File: config.mk
export PLATFORM = sky130hd
export DESIGN_NAME = trans_done_dispatch
export DESIGN_NICKNAME = d
export VERILOG_FILES = /design/src/rtl/trans_done_dispatch.sv
export SDC_FILE = /design/constraint.sdc
export NUM_CORES = 1
export LEC_CHECK = 0
export ABC_AREA = 1
export ABC_CLOCK_PERIOD_IN_PS = 1450
export CAP_MARGIN = 25
export CORE_MARGIN = 2
export CORE_UTILIZATION = 42
export DETAILED_ROUTE_END_ITERATION = 8
export PLACE_DENSITY = 0.74
export SYNTH_ARGS = -nofsm -noshare
export SYNTH_HDL_FRONTEND = slang
export SYNTH_SLANG_ARGS = --single-unit
File: constraint.sdc
create_clock -name clk -period 1.45 [get_ports clk]
set_input_delay 0.29 -clock clk [delete_from_list [all_inputs] [get_ports clk]]
set_output_delay 0.29 -clock clk [all_outputs]
set_load 0.05 [all_outputs]
File: src/rtl/trans_done_dispatch.sv
// Latches per-channel transfer-complete pulses and dispatches one fixed-priority
// command per pending channel to the engine, then waits for its completion or a timeout.
//
//  state       | meaning
//  ------------+------------------------------------------------------------
//  S_IDLE      | no command outstanding; picks lowest pending channel
//  S_ISSUE     | cmd_valid held with stable payload until cmd_ready
//  S_WAIT_DONE | command accepted; waiting for cmd_done or timeout
module trans_done_dispatch #(
    parameter logic [31:0] BASE_ADDR   = 32'h4600_0000,
    parameter logic [31:0] CH_STRIDE   = 32'h0001_0000,
    parameter logic [15:0] BURST_LEN   = 16'd256,
    parameter logic [23:0] TIMEOUT_CYC = 24'd1_000_000
) (
    input  logic        clk,
    input  logic        rst,
    input  logic [7:0]  Trans_done_onehot,
    output logic        cmd_valid,
    input  logic        cmd_ready,
    output logic [2:0]  cmd_ch,
    output logic [31:0] cmd_addr,
    output logic [15:0] cmd_len,
    input  logic        cmd_done,
    output logic        busy,
    output logic [7:0]  ch_done_mask,
    output logic        all_done,
    output logic        err_timeout,
    output logic        err_overrun,
    input  logic        soft_clear
);

    typedef enum logic [1:0] {
        S_IDLE      = 2'd0,
        S_ISSUE     = 2'd1,
        S_WAIT_DONE = 2'd2
    } state_t;

    state_t      r_state;
    state_t      w_state_nxt;

    logic [7:0]  r_pending;
    logic [23:0] r_cnt;
    logic        r_cmd_valid;
    logic [2:0]  r_cmd_ch;
    logic [31:0] r_cmd_addr;
    logic [15:0] r_cmd_len;
    logic        r_busy;
    logic [7:0]  r_mask;
    logic        r_all_done;
    logic        r_err_tmo;
    logic        r_err_ovr;

    logic [2:0]  w_sel_ch;
    logic        w_issue_go;
    logic        w_hs;
    logic        w_done_ev;
    logic        w_tmo;
    logic [7:0]  w_clr_mask;
    logic [7:0]  w_set_mask;
    logic [31:0] w_sel_addr;

    // Lowest set index has priority: scan downward so the last hit wins.
    always_comb begin
        w_sel_ch = 3'd0;
        for (int i = 7; i >= 0; i--) begin
            if (r_pending[i]) w_sel_ch = 3'(i);
        end
    end

    assign w_sel_addr = BASE_ADDR + ({29'd0, w_sel_ch} * CH_STRIDE);

    always_comb begin
        w_state_nxt = r_state;
        w_issue_go  = 1'b0;
        w_hs        = 1'b0;
        w_done_ev   = 1'b0;
        w_tmo       = 1'b0;
        case (r_state)
            S_IDLE: begin
                if (|r_pending) begin
                    w_issue_go  = 1'b1;
                    w_state_nxt = S_ISSUE;
                end
            end
            S_ISSUE: begin
                if (cmd_ready) begin
                    w_hs        = 1'b1;
                    w_state_nxt = S_WAIT_DONE;
                end
            end
            S_WAIT_DONE: begin
                if (cmd_done) begin
                    w_done_ev   = 1'b1;
                    w_state_nxt = S_IDLE;
                end else if (r_cnt == TIMEOUT_CYC - 24'd1) begin
                    w_tmo       = 1'b1;
                    w_state_nxt = S_IDLE;
                end
            end
            default: w_state_nxt = S_IDLE;
        endcase
    end

    assign w_clr_mask = w_hs      ? (8'd1 << r_cmd_ch) : 8'd0;
    assign w_set_mask = w_done_ev ? (8'd1 << r_cmd_ch) : 8'd0;

    always_ff @(posedge clk) begin
        if (rst) begin
            r_state <= S_IDLE;
            r_busy  <= 1'b0;
        end else begin
            r_state <= w_state_nxt;
            r_busy  <= (w_state_nxt != S_IDLE);
        end
    end

    always_ff @(posedge clk) begin
        if (rst) begin
            r_pending   <= 8'd0;
            r_cnt       <= 24'd0;
            r_cmd_valid <= 1'b0;
            r_cmd_ch    <= 3'd0;
            r_cmd_addr  <= BASE_ADDR;
            r_cmd_len   <= BURST_LEN;
        end else begin
            // A pulse landing on the handshake edge of its own channel re-arms it.
            r_pending <= (r_pending & ~w_clr_mask) | Trans_done_onehot;
            if (w_issue_go) begin
                r_cmd_valid <= 1'b1;
                r_cmd_ch    <= w_sel_ch;
                r_cmd_addr  <= w_sel_addr;
                r_cmd_len   <= BURST_LEN;
            end else if (w_hs) begin
                r_cmd_valid <= 1'b0;
            end
            if (w_hs) begin
                r_cnt <= 24'd0;
            end else if (r_state == S_WAIT_DONE) begin
                r_cnt <= r_cnt + 24'd1;
            end
        end
    end

    // Sticky status: soft_clear wipes first, so any same-edge set survives.
    always_ff @(posedge clk) begin
        if (rst) begin
            r_mask     <= 8'd0;
            r_all_done <= 1'b0;
            r_err_tmo  <= 1'b0;
            r_err_ovr  <= 1'b0;
        end else begin
            r_mask     <= (soft_clear ? 8'd0 : r_mask) | w_set_mask;
            r_all_done <= (r_mask == 8'hFF) && !soft_clear;
            r_err_tmo  <= (r_err_tmo && !soft_clear) || w_tmo;
            r_err_ovr  <= (r_err_ovr && !soft_clear) ||
                          (|(Trans_done_onehot & r_pending & ~w_clr_mask));
        end
    end

    assign cmd_valid    = r_cmd_valid;
    assign cmd_ch       = r_cmd_ch;
    assign cmd_addr     = r_cmd_addr;
    assign cmd_len      = r_cmd_len;
    assign busy         = r_busy;
    assign ch_done_mask = r_mask;
    assign all_done     = r_all_done;
    assign err_timeout  = r_err_tmo;
    assign err_overrun  = r_err_ovr;

endmodule
## Word level (Yosys, flattened, before mapping)

Cells that the tools add are included.

- Flip-flop bits (word level): 82
- Input port bits: 13
- Output and inout port bits: 64
- Word-level logic and storage cells: 63

- $add $sub $neg: 2
- Equal/unequal tests: 4
- Shifts and indexed selects: 1
- Muxes and demuxes: 27
- Bitwise logic cells: 6
- Reduce and logical (&&, ||, !) cells: 12

Operators by type and width:

| operator | number |
|---|---|
| adder 31 x 19 -> 32 bit (first input constant) | 1 |
| adder 24 x 1 -> 24 bit (second input constant) | 1 |
| AND 8 bit | 3 |
| equality test 24 x 20 -> 1 bit (second input constant) | 1 |
| two-way mux 3 bit | 8 |
| two-way mux 8 bit | 3 |
| bitwise OR 8 bit | 2 |
| OR reduction 8 bit | 2 |
| two-way mux 1 bit | 11 |
| equality test 8 bit (second input constant) | 1 |
| two-way mux 2 bit | 4 |
| inverter 8 bit | 1 |
| << shifter 1 x 3 -> 8 bit (first input constant) | 1 |
| case mux 2 bit (3 select lines) | 1 |
| nonzero test 2 bit | 2 |
| logical AND 1 bit | 3 |
| equality test 2 x 1 -> 1 bit (second input constant) | 1 |
| equality test 2 bit (second input constant) | 1 |
| logical NOT 2 bit | 1 |
| logical OR 1 bit | 2 |
| OR reduction 2 bit | 1 |
| logical NOT 1 bit | 1 |

## Longest topological paths before layout

Gate-level depths: netlist of the first run.

- Depth in word-level cells: 9
- Gate-level depth with buffers: 10
- Depth with buffers taken out: 10

## Worst setup path before layout of the first run

No wires, ideal clock.

- Path type: register to register
- From: register r_cmd_ch[2] (netlist: cmd_ch[2])
- To: register r_err_ovr (netlist: err_overrun)
- Library setup time: 0.110 ns
- Arrival time: 1.471 ns
- Data required time: 1.340 ns
- Slack: -0.131 ns
- Cell stages (with the launch flop): 9
- Path buffers: 1
- Period minus slack after synthesis: 1.581 ns
- Cells stage by stage: dfxtp_1 -> buf_2 -> nand3_1 -> o21bai_1 -> nand2_1 -> nor2_1 -> nand3_1 -> nand2_1 -> inv_1

- Cells in the longest elaborated chain, start to end: 6

Ends and longest elaborated chain:

| item | line | source |
|---|---|---|
| from (decl) | 44 | `logic [2:0] r_cmd_ch;` |
| from (signal assigned) | 130 | `r_cmd_ch <= w_sel_ch;` |
| << shifter 1 x 3 -> 8 bit | 104 | `assign w_clr_mask = w_hs ? (8'd1 << r_cmd_ch) : 8'd0;` |
| two-way mux 8 bit | 104 |  |
| inverter 8 bit | 156 | `(\|(Trans_done_onehot & r_pending & ~w_clr_mask));` |
| AND 8 bit | 156 |  |
| OR reduction 8 bit | 156 |  |
| logical OR 1 bit | 155 | `r_err_ovr <= (r_err_ovr && !soft_clear) \|\|` |
| to (signal assigned) | 155 |  |
| to (decl) | 51 | `logic r_err_ovr;` |

Every way passes these cells.
A chain may end at the register's enable or synchronous reset.

## Final worst setup path of the first run

- From: register r_cnt[0]
- To: register r_cnt[22]

- Cells in the longest elaborated chain, start to end: 1

Ends and longest elaborated chain:

| item | line | source |
|---|---|---|
| from (decl) | 42 | `logic [23:0] r_cnt;` |
| from (signal assigned) | 139 | `r_cnt <= r_cnt + 24'd1;` |
| adder 24 x 1 -> 24 bit | 139 |  |

Every way passes these cells.

==> metrics.md, run 1 <==
| Metric | Value |
|---|---|
| Main combinational cell family by area after synthesis | simple AND/OR/NAND/NOR gates |
| Global-route wire length before repair | 10.31 mm |
| Failing checks | design-rule violations |
| Ys async rst share | 0% |
| Skew final | 10.90 ps |
| Overflow after GRT | 0 |
| Port Buf Inserts | 31 |
| Dpl hpwl | 4.813 mm |
| DRC violations left | 3 |
| Routed WL | 6.201 mm |
| Iteration-0 DRC Markers | 149 |
| Net Switching | 1133 uW |
| Synth Area in Adders | 0.4456% |
| Final cell count without fillers | 548 |
| CTS tree | yes |
| Crit path kind | reg2reg |
| Setup slack after placement | -287.2 ps |
| Sequential-to-total area share from yosys stat | 35.65% |
| Slowest stage delay, CP | 370 ps |
| Gate power share | 25.9% |
| Antenna Nets Post-Route | 0 |
| Fin util | 55.95% |
| Slowest CP cell | dfxtp_2 |
| CP Data Required Time | 1660 ps |
| Simple-gate portion of the synthesized area | 33.02% |
| # diodes | 0 |
| Final GP Congestion | 0.8393 |
| Core Region | 6422 um^2 |
| Gate Count Post-Synth | 416 |
| Placed cell count | 535 |
| Synthesis Warnings | 0 |
| XOR/XNOR Fraction of Synth Area | 1.248% |
| Mapped Area | 2808 um^2 |
| Initial antenna violation count | 0 |
| Share of layout cells above drive strength 1 | 19.96% |
| Internal power | 2198 uW |
| # IOs | 77 |
| Clk_lat worst skew | 310 ps |
| Cell Chain, Critical Path | ha_4 -> inv_2 -> nor2_4 -> nand3_4 -> nor3_4 -> nand3_1 -> nand2_1 -> nor2_1 |
| Clock network power share | 29.6% |
| Synthesis-stage register bit count | 50 |
| Drt via density | 4.609 |
| Fin. Hold Viols | 0 |
| CTS Hold Buffers Added | 0 |
| CTS clk-pin slew, worst paths | 100 ps |
| Max FO, Critical Path | 6 |
| Final worst slack | 8.167 ps |
| Post-synth EDFFs | 0 |
| Root Driver | clkbuf_8 |
| Power per Cell Area | 927.0 nW/um^2 |
| Layout area overhead | 27.99% |
| Outcome | finished, violations left |
| LEAKAGE | 0.001564 uW |
| Largest net degree at the start of global routing | 16 |
| Synth Area in Compound Gates | 9.225% |
| Vias in the first global route | 2416 |
| Avg Cell Area, Syn | 6.749 um^2 |
| Max-Cap Viols | 0 |
| Period Utilization, post-route | 99.44% |
| Yosys cell types | 35 |
| Total negative slack | 0 ps |
| Fin. max-slew vios | 0 |
| Final setup violation count | 0 |
| Initial core utilization | 43.72% |
| VDD IR max | 0.5416 mV |
| # rows | 29 |
| CTS Buffer Depth | 2 |
| Min cycle time layout | 1442 ps |
| Hold Crit Class | in2reg |
| DR WL/cell | 11.32 um |
| Global-route usage over all layers | 17.29% |
| CP arrival | 1650 ps |
| Vias | 2526 |
| Drt pass-1 iters | 8 |
| RSZ-0062 raised after global routing | true |
| Die Footprint | 7355 um^2 |
| Switching Share | 34.01% |
| Sequential share of power | 44.4% |
| Post-synthesis mux area share | 0% |
| Net count reported at finish | 484 |
| Clock sinks | 50 |
| Setup crit end kind | flip-flop |
| Die height | 85.76 um |
| Filler cells | 601 |
| H-tree Lvls | 2 |
| FMAX | 0.6936 GHz |
| Chip width | 85.76 um |
| Startpoint class of the critical path | flip-flop |
| Ys flop type | dfxtp_1 |
| CTS Buf Count | 5 |
-- flip-flops by register name (all words and copies together), names as in the netlist --
name,count
all_done,1
busy,1
ch_done_mask,8
cmd_ch,3
cmd_valid,1
err_overrun,1
err_timeout,1
r_cnt,24
r_pending,8
r_state,2
-- final cells by class --
type | instances | area (um^2) | share of cell area, %
sequential | 50 | 1015 | 28.24
tap | 77 | 96.34 | 2.681
multi-input combinational | 307 | 1485 | 41.33
inverter | 50 | 190.2 | 5.292
timing repair buffer | 56 | 698.2 | 19.43
clock inverter | 3 | 40.04 | 1.114
clock buffer | 5 | 68.82 | 1.915
-- power groups by stage --
stage	Sequential [uW]	Combinational (uW)	Clock [uW]
after floorplan	1570	597	0
after global placement	1510	841	0
after detailed placement	1510	850	0
after CTS	1480	855	1000
after global routing	1490	920	1070
final	1480	864	987
-- through the flow --
stage	power [uW]	hold WS (ps)	area, um^2
after floorplan	2166	393.5	2974
after global placement	2346	446.3	3343
after detailed placement	2355	462.3	3343
after CTS	3330	476.4	3482
after global routing	3478	489.7	3593
final	3331	468.4	3593
-- Yosys cell counts (all sizes together) (3+ instances only) --
master | instances | share of area, %
or2 | 4 | 0.89
nand4 | 3 | 0.67
inv | 48 | 6.4
a21oi | 24 | 4.4
o31ai | 4 | 1.1
nand2 | 96 | 13
dfxtp | 50 | 36
buf | 50 | 13
nor2 | 70 | 10
nor3 | 5 | 1.3
o21ai | 11 | 2.0
nand3 | 30 | 6.3
-- kinds of logic (layout without fill, tap and decap cells) --
group                    after synthesis  after routing
adder cells (fa/ha/maj)                1              1
buffers and inverters                102            114
AND/OR/NAND/NOR                      211            211
flip-flops                            50             50
other                                  2             45
XOR/XNOR                               4              4
AO/OA/AOI/OAI                         46             46
-- path summary, 6_finish.rpt --
kind	startpoint	to	slack, ps	cells after the start
max	r_cnt[0]	r_cnt[22]	8	8
min	cmd_ready	r_state[1]	470	5
max reg2reg	r_cnt[0]	r_cnt[22]	8	8
min reg2reg	r_cnt[23]	r_cnt[23]	490	2
-- layer usage --
layer  routed length, um  vias up  track usage (%)
met2                3111       72            29.19
met5                   0        -                0
li1                    -     1316                -
met1                2645     1121            21.26
met3                 306       17            3.657
met4                 138        0            7.504
-- placed cells by master, fill, tap and decap left out, types with 11 or more instances in the layout --
master,count
dfxtp_1,41
nand2_1,93
inv_1,45
conb_1,45
nor2_1,56
a21oi_1,23
buf_12,19
buf_4,23
nand3_1,24
clkdlybuf4s50_1,11
-- critical path: cells and delay by family, from the launching register on --
family | cells | cell delay [ps]
fa+ha+maj | 1 | 140
buf+inv | 1 | 40
flops | 1 | 370
simple gates | 6 | 780
-- repair_timing --
action / 4_1_cts / 5_1_grt
pin swaps: 4 / 11
cloned: 0 / 0
setup endpoints to repair: 6 / 16
resized for setup: 4 / 33
setup buffers: 3 / 2
No activity file was read; power rests on OpenSTA's default activity.
==> run 2, diff against run 1 <==
--- a/config.mk
+++ b/config.mk
@@ -11,7 +11,7 @@
 export CORE_MARGIN = 2
 export CORE_UTILIZATION = 42
 export DETAILED_ROUTE_END_ITERATION = 8
-export PLACE_DENSITY = 0.74
+export DONT_BUFFER_PORTS = 1
 export SYNTH_ARGS = -nofsm -noshare
 export SYNTH_HDL_FRONTEND = slang
 export SYNTH_SLANG_ARGS = --single-unit
==> run 2 against run 1 <==
  * The run now ends clean
  * Total power fell by 11%
  * Clock skew down 6.5 ps
  * Clock power shrank 16%
  * First-iteration DRC count decreased by 26%
  * Worst hold slack got worse by 420 ps
  * Die area did not move
  * Non-clock buffer count down 29
  * Critical path type unchanged
  * Critical endpoint is now busy
==> metrics.md, run 2 (same netlist as run 1, synthesis figures left out) <==
| Metric | Value |
|---|---|
| # diodes | 0 (unchanged) |
| Max FFs per register | 24 (unchanged) |
| Die Footprint | 7355 um^2 (unchanged) |
| Max-Cap Viols | 0 (unchanged) |
| VDD IR max | 0.5758 mV (+6.3%) |
| Drt pass-1 iters | 6 (-2) |
| CP Data Required Time | 1640 ps (-20 ps) |
| Chip width | 85.76 um (unchanged) |
| Overflow after GRT | 0 (unchanged) |
| Placed Area | 2873 um^2 (-14%) |
| Max FO, Critical Path | 6 (unchanged) |
| Fin util | 47.96% (-8.0 points) |
| CP arrival | 1580 ps (-70 ps) |
| Antenna Nets Post-Route | 0 (unchanged) |
| Net count reported at finish | 455 (-6.0%) |
| Power per Cell Area | 966.4 nW/um^2 (+4.3%) |
| LEAKAGE | 0.001355 uW (-13%) |
| Global-route wire length before repair | 9.459 mm (-8.2%) |
| Layout area overhead | 9.715% |
| # IOs | 77 (unchanged) |
| Cell Chain, Critical Path | inv_1 -> nand2_1 -> o21ai_0 -> nand2_1 -> o21ai_0 -> nand2_1 |
| Outcome | finished clean |
| Final instance area | 3080 um^2 (-14%) |
| Share of layout cells above drive strength 1 | 16.06% (-3.9 points) |
| Root Driver | clkbuf_8 |
| Period Utilization, post-route | 95.95% (-3.5 points) |
| CTS Buffer Depth | 2 (unchanged) |
| # rows | 29 (unchanged) |
| CTS tree | yes |
| Die height | 85.76 um (unchanged) |
| Port Buf Inserts | 0 (-100%) |
| Commonest cells after routing, fill and taps aside | nand2_1, nor2_1, inv_1, conb_1, dfxtp_1 |
| CTS clk-pin slew, worst paths | 100 ps (about the same) |
| Global-route usage over all layers | 16.01% (-1.3 points) |
| Clk_lat worst skew | 300 ps (about the same) |
| CP delay by family, top | compound AO/OA/AOI/OAI gates |
| Slowest stage delay, CP | 340 ps (-30 ps) |
| Largest Register | r_cnt |
| Setup slack after placement | -2.444 ps (+284.7 ps) |
| Iteration-0 DRC Markers | 110 (-26%) |
| Crit path kind | reg2reg |
| Most common cell after layout, fill and taps aside | nand2_1 |
| Fin. Hold Viols | 0 (unchanged) |
| Initial core utilization | 43.72% (unchanged) |
| DRC violations left | 0 (-3) |
| Hold Crit Class | in2reg |
| Startpoint class of the critical path | flip-flop |
| Vias in the first global route | 2139 (-11%) |
| CTS Hold Buffers Added | 0 (unchanged) |
| Largest net degree at the start of global routing | 17 (+1) |
| Initial antenna violation count | 0 (unchanged) |
| Min cycle time layout | 1391 ps (-50.53 ps) |
| Fin. max-slew vios | 0 (unchanged) |
| Crit-path most repeated cell | nand2_1 |
| Skew final | 4.356 ps (-6.541 ps) |
| CP Buf/Inv Count | 1 (unchanged) |
| Final setup violation count | 0 (unchanged) |
| FMAX | 0.7188 GHz (+3.6%) |
| Slowest CP cell | dfxtp_1 |
| Slew margin rel. | 65.21% |
| H-tree Lvls | 2 (unchanged) |
| Worst-Margin Slew | 521.1 ps |
| Routed WL | 5.902 mm (-4.8%) |
| Final GP Congestion | 0.8460 (+0.80%) |
| Drt via density | 4.595 (-0.31%) |
| Setup crit end kind | flip-flop |
| Vias | 2385 (-5.6%) |
| Core Region | 6422 um^2 (unchanged) |
| Final worst slack | 58.70 ps (+50.53 ps) |
| CTS Buf Count | 5 (unchanged) |
| RSZ-0062 raised after global routing | true |
| DR WL/cell | 11.37 um (+0.50%) |
| Overall power | 2977 uW (-11%) |
| Dpl hpwl | 4.596 mm (-4.5%) |
| Clock sinks | 50 (unchanged) |
[run 2: layer usage]
layer	part of all wire, %	vias up	global-route usage [%]
met5	0	-	0
met4	0.97	0	4.618
met3	4.4	6	3.657
met2	50	50	26.78
met1	44	1073	20.67
li1	-	1256	-
[run 2: report_power, final]
part | switching (uW) | total [uW] | internal [uW]
Combinational | 527 | 647 | 120
Clock | 487 | 827 | 340
Sequential | 81.6 | 1500 | 1420
Total | 1100 | 2980 | 1880
[run 2: path summary, 6_finish.rpt]
kind                            cells past startpoint         start  slack [ps]         to
worst max-delay path                                6  r_pending[2]          60       busy
worst min-delay path                                1           rst          50  cmd_valid
worst max register to register                      6  r_pending[2]          60       busy
worst min register to register                      2     r_cnt[23]         480  r_cnt[23]
[run 2: repair_timing]
item,in CTS,in global routing
endpoints found under the setup margin,1,22
setup buffers,0,3
gates cloned,0,0
resized for setup,1,28
pin swaps,0,11
[run 2: per-stage QoR]
step,cells,hold WS (ps),setup TNS (ps)
2_1_floorplan,459,393.5,0
3_3_place_gp,508,362.1,0
3_5_place_dp,508,364.7,-2.444
4_1_cts,516,41.56,0
5_1_grt,519,25.88,-189.1
6_report,519,47.36,0
[run 2: area by class of cell]
class                           instances  area, um^2
Inverter                               50       196.4
Timing Repair Buffer                   27       206.4
Fill cell                             690        3342
Clock inverter                          3       21.27
Clock buffer                            5       68.82
Multi-Input combinational cell        307        1473
Tap cell                               77       96.34
Sequential cell                        50        1018
[run 2: worst register-to-register path: stages (launching register included)]
cell and delay [ps]:
dfxtp_1 340, inv_1 70, nand2_1 70, o21ai_0 230, nand2_1 190, o21ai_0 270
nand2_1 110
==> run 3, diff against run 2 <==
--- a/config.mk
+++ b/config.mk
@@ -6,12 +6,15 @@
 export NUM_CORES = 1
 export LEC_CHECK = 0
 export ABC_AREA = 1
-export ABC_CLOCK_PERIOD_IN_PS = 1450
+export ABC_CLOCK_PERIOD_IN_PS = 1300
 export CAP_MARGIN = 25
+export CELL_PAD_IN_SITES_DETAIL_PLACEMENT = 1
+export CELL_PAD_IN_SITES_GLOBAL_PLACEMENT = 2
 export CORE_MARGIN = 2
-export CORE_UTILIZATION = 42
+export CORE_UTILIZATION = 33
 export DETAILED_ROUTE_END_ITERATION = 8
 export DONT_BUFFER_PORTS = 1
+export PLACE_DENSITY_LB_ADDON = 0.1
 export SYNTH_ARGS = -nofsm -noshare
 export SYNTH_HDL_FRONTEND = slang
 export SYNTH_SLANG_ARGS = --single-unit
==> constraint.sdc (replaced) <==
create_clock -name clk -period 1.3 [get_ports clk]
set_input_delay 0.26 -clock clk [delete_from_list [all_inputs] [get_ports clk]]
set_output_delay 0.26 -clock clk [all_outputs]
set_load 0.05 [all_outputs]
==> run 3 against run 2 <==
  * The run now ends with negative setup slack left
  * First-iteration DRC count decreased by 67%
  * Total power rose by 23%
  * Sequential cell count stayed put
  * Clock-buffer cell count did not move
  * Worst hold slack got worse by 25 ps
  * Critical path type unchanged
  * Die area grew 26%
  * Wire length increased by 36%
  * Sequential power increased by 11%
  * Design area up 22%
  * Combinational power increased by 51%
  * Non-clock buffer count grew 52
==> metrics.md, run 3 (same netlist as run 1, synthesis figures left out) <==
| Metric | Value |
|---|---|
| Outcome | finished, violations left |
| Failing checks | negative setup slack |
| VDD IR max | 0.4131 mV (-28%) |
| Commonest cells after routing, fill and taps aside | nand2_1, buf_4, nor2_1, conb_1, inv_1 |
| Skew final | 12.73 ps (+8.372 ps) |
| Placed cell count | 579 (+14%) |
| Fin. Hold Viols | 0 (unchanged) |
| Reg-to-reg endpoint | r_cnt[18] |
| Power per Cell Area | 978.4 nW/um^2 (+1.2%) |
| Gate power share | 26.8% (+5.1 points) |
| Startpoint class of the critical path | flip-flop |
| Final setup violation count | 17 (+17) |
| Final cell count without fillers | 599 (+15%) |
| Most common cell after layout, fill and taps aside | nand2_1 |
| Period Utilization, post-route | 110.8% (+15 points) |
| Multi-input gate area | 1663 um^2 (+13%) |
| CTS clk-pin slew, worst paths | 110 ps (about the same) |
| Fin. max-slew vios | 0 (unchanged) |
| Overflow after GRT | 0 (unchanged) |
| Vias in the first global route | 2724 (+27%) |
| Cell Chain, Critical Path | ha_4 -> inv_2 -> nor2_4 -> nand3_4 -> nor3_4 -> nand3_1 -> nand2_1 -> nor2_1 |
| Largest net degree at the start of global routing | 19 (+2) |
| CTS Buffer Depth | 2 (unchanged) |
| # rows | 33 (+14%) |
| Global-route usage over all layers | 17.65% (+1.6 points) |
| Slowest CP cell | dfxtp_2 |
| Setup slack, reg-to-reg | -140 ps (-200 ps) |
| CTS tree | yes |
| CP Data Required Time | 1510 ps (-130 ps) |
| Net Switching | 1385 uW (+26%) |
| Initial core utilization | 34.17% (-9.5 points) |
| Max-Cap Viols | 0 (unchanged) |
| Slowest stage delay, CP | 370 ps (+30 ps) |
| Total negative slack | -1199 ps (-1199 ps) |
| Chip width | 96.24 um (+12%) |
| Iteration-0 DRC Markers | 36 (-67%) |
| Hold Crit Class | in2reg |
| Layout area overhead | 33.33% |
| Dpl hpwl | 6.142 mm (+34%) |
| Port Buf Inserts | 0 (unchanged) |
| Root Driver | clkbuf_8 |
| Max FFs per register | 24 (unchanged) |
| Crit path kind | reg2reg |
| Register area | 1021 um^2 (+0.25%) |
| Clock sinks | 50 (unchanged) |
| FMAX | 0.6943 GHz (-3.4%) |
| Overall power | 3663 uW (+23%) |
| LEAKAGE | 0.001665 uW (+23%) |
| Net count reported at finish | 507 (+11%) |
| Filler cells | 1067 (+55%) |
| # IOs | 77 (unchanged) |
| Min cycle time layout | 1440 ps (+49.08 ps) |
| CTS Buf Count | 5 (unchanged) |
| Drt via density | 4.451 (-3.1%) |
| Hold path start | rst |
| H-tree Lvls | 2 (unchanged) |
| Routed WL | 8.029 mm (+36%) |
| Internal power | 2278 uW (+21%) |
| Hold WS | 22.05 ps (-25.31 ps) |
| RSZ-0062 raised after global routing | true |
| Largest Register | r_cnt |
| Vias | 2666 (+12%) |
| Core Region | 8217 um^2 (+28%) |
| Reg2Reg Depth | 8 (+2) |
| Max FO, Critical Path | 6 (unchanged) |
| Clk_lat worst skew | 320 ps (+20 ps) |
| Hold Path End | cmd_ch[1] |
| # diodes | 0 (unchanged) |
| Share of layout cells above drive strength 1 | 32.39% (+16 points) |
| Die Footprint | 9262 um^2 (+26%) |
| Global-route wire length before repair | 12.59 mm (+33%) |
| Switching Share | 37.81% (+1.0 points) |
| Drt pass-1 iters | 4 (-2) |
| Hold depth | 1 (unchanged) |
| Final worst slack | -140.4 ps (-199.1 ps) |
| Crit Reg-Reg Startpoint | r_cnt[0] |
| Initial antenna violation count | 0 (unchanged) |
| Clock network power share | 28.0% (+0.2 points) |
| Final GP Congestion | 0.7680 (-9.2%) |
| Die height | 96.24 um (+12%) |
| Antenna Nets Post-Route | 0 (unchanged) |
| DRC violations left | 0 (unchanged) |
| CP arrival | 1650 ps (+70 ps) |
| Sequential share of power | 45.3% (-5.2 points) |
| Setup crit end kind | flip-flop |
| DR WL/cell | 13.40 um (+18%) |
## run 3: worst max path at each step
stage | slack [ps] | start | cells after the start | end
final | -140 | r_cnt[0] | 8 | r_cnt[18]
after global routing | -240 | r_cnt[5] | 9 | busy
after CTS | -140 | r_cnt[1] | 8 | r_cnt[18]
after detailed placement | -170 | r_cnt[7] | 7 | r_cnt[18]
after global placement | -120 | r_cnt[1] | 8 | r_cnt[18]
after floorplan | 0.2 | r_cnt[0] | 8 | r_cnt[22]
## run 3: stage by stage
stage / area [um^2] / utilization, % / worst slack, ps
6_report: 3744 / 45.56 / -140.4
5_1_grt: 3744 / 45.56 / -238.5
4_1_cts: 3530 / 42.96 / -144.2
3_5_place_dp: 3261 / 39.68 / -169.3
3_3_place_gp: 3261 / 39.68 / -116.1
2_1_floorplan: 2992 / - / 0.2187
## run 3: power by group through the flow
stage | Sequential [uW] | Combinational, uW | Clock (uW)
2_1_floorplan | 1750 | 666 | 0
3_3_place_gp | 1680 | 874 | 0
3_5_place_dp | 1690 | 880 | 0
4_1_cts | 1650 | 915 | 1060
5_1_grt | 1670 | 1060 | 1120
6_report | 1660 | 980 | 1020
## run 3: timing repair
action                                  4_1_cts  5_1_grt
endpoints found under the hold margin        10        0
hold buffers                                  1        0
pin swaps                                    15       17
resized for setup                            33       54
endpoints found under the setup margin       31       38
buffers inserted                              7        4
## run 3: layer usage
layer	track usage (%)	routed length, um	vias to the layer above
li1	-	-	1365
met1	19.13	3286	1257
met2	34.09	4358	37
met3	3.994	315	7
met4	4.405	69	0
met5	0	0	-
## run 3: final cells by class
| class | instances | area share, % |
|---|---|---|
| clock buffer | 5 | 1.838 |
| clock inverter | 3 | 0.7687 |
| inverter | 50 | 5.147 |
| multi-input combinational | 307 | 44.42 |
| sequential | 50 | 27.27 |
| tap | 105 | 3.509 |
| timing repair buffer | 79 | 17.05 |
## run 3: critical path: cells and delay by family (launching register included)
family | cells | cell delay, ps
adder cells (fa/ha/maj) | 1 | 140
buffers and inverters | 1 | 40
flip-flops | 1 | 370
AND/OR/NAND/NOR | 6 | 780
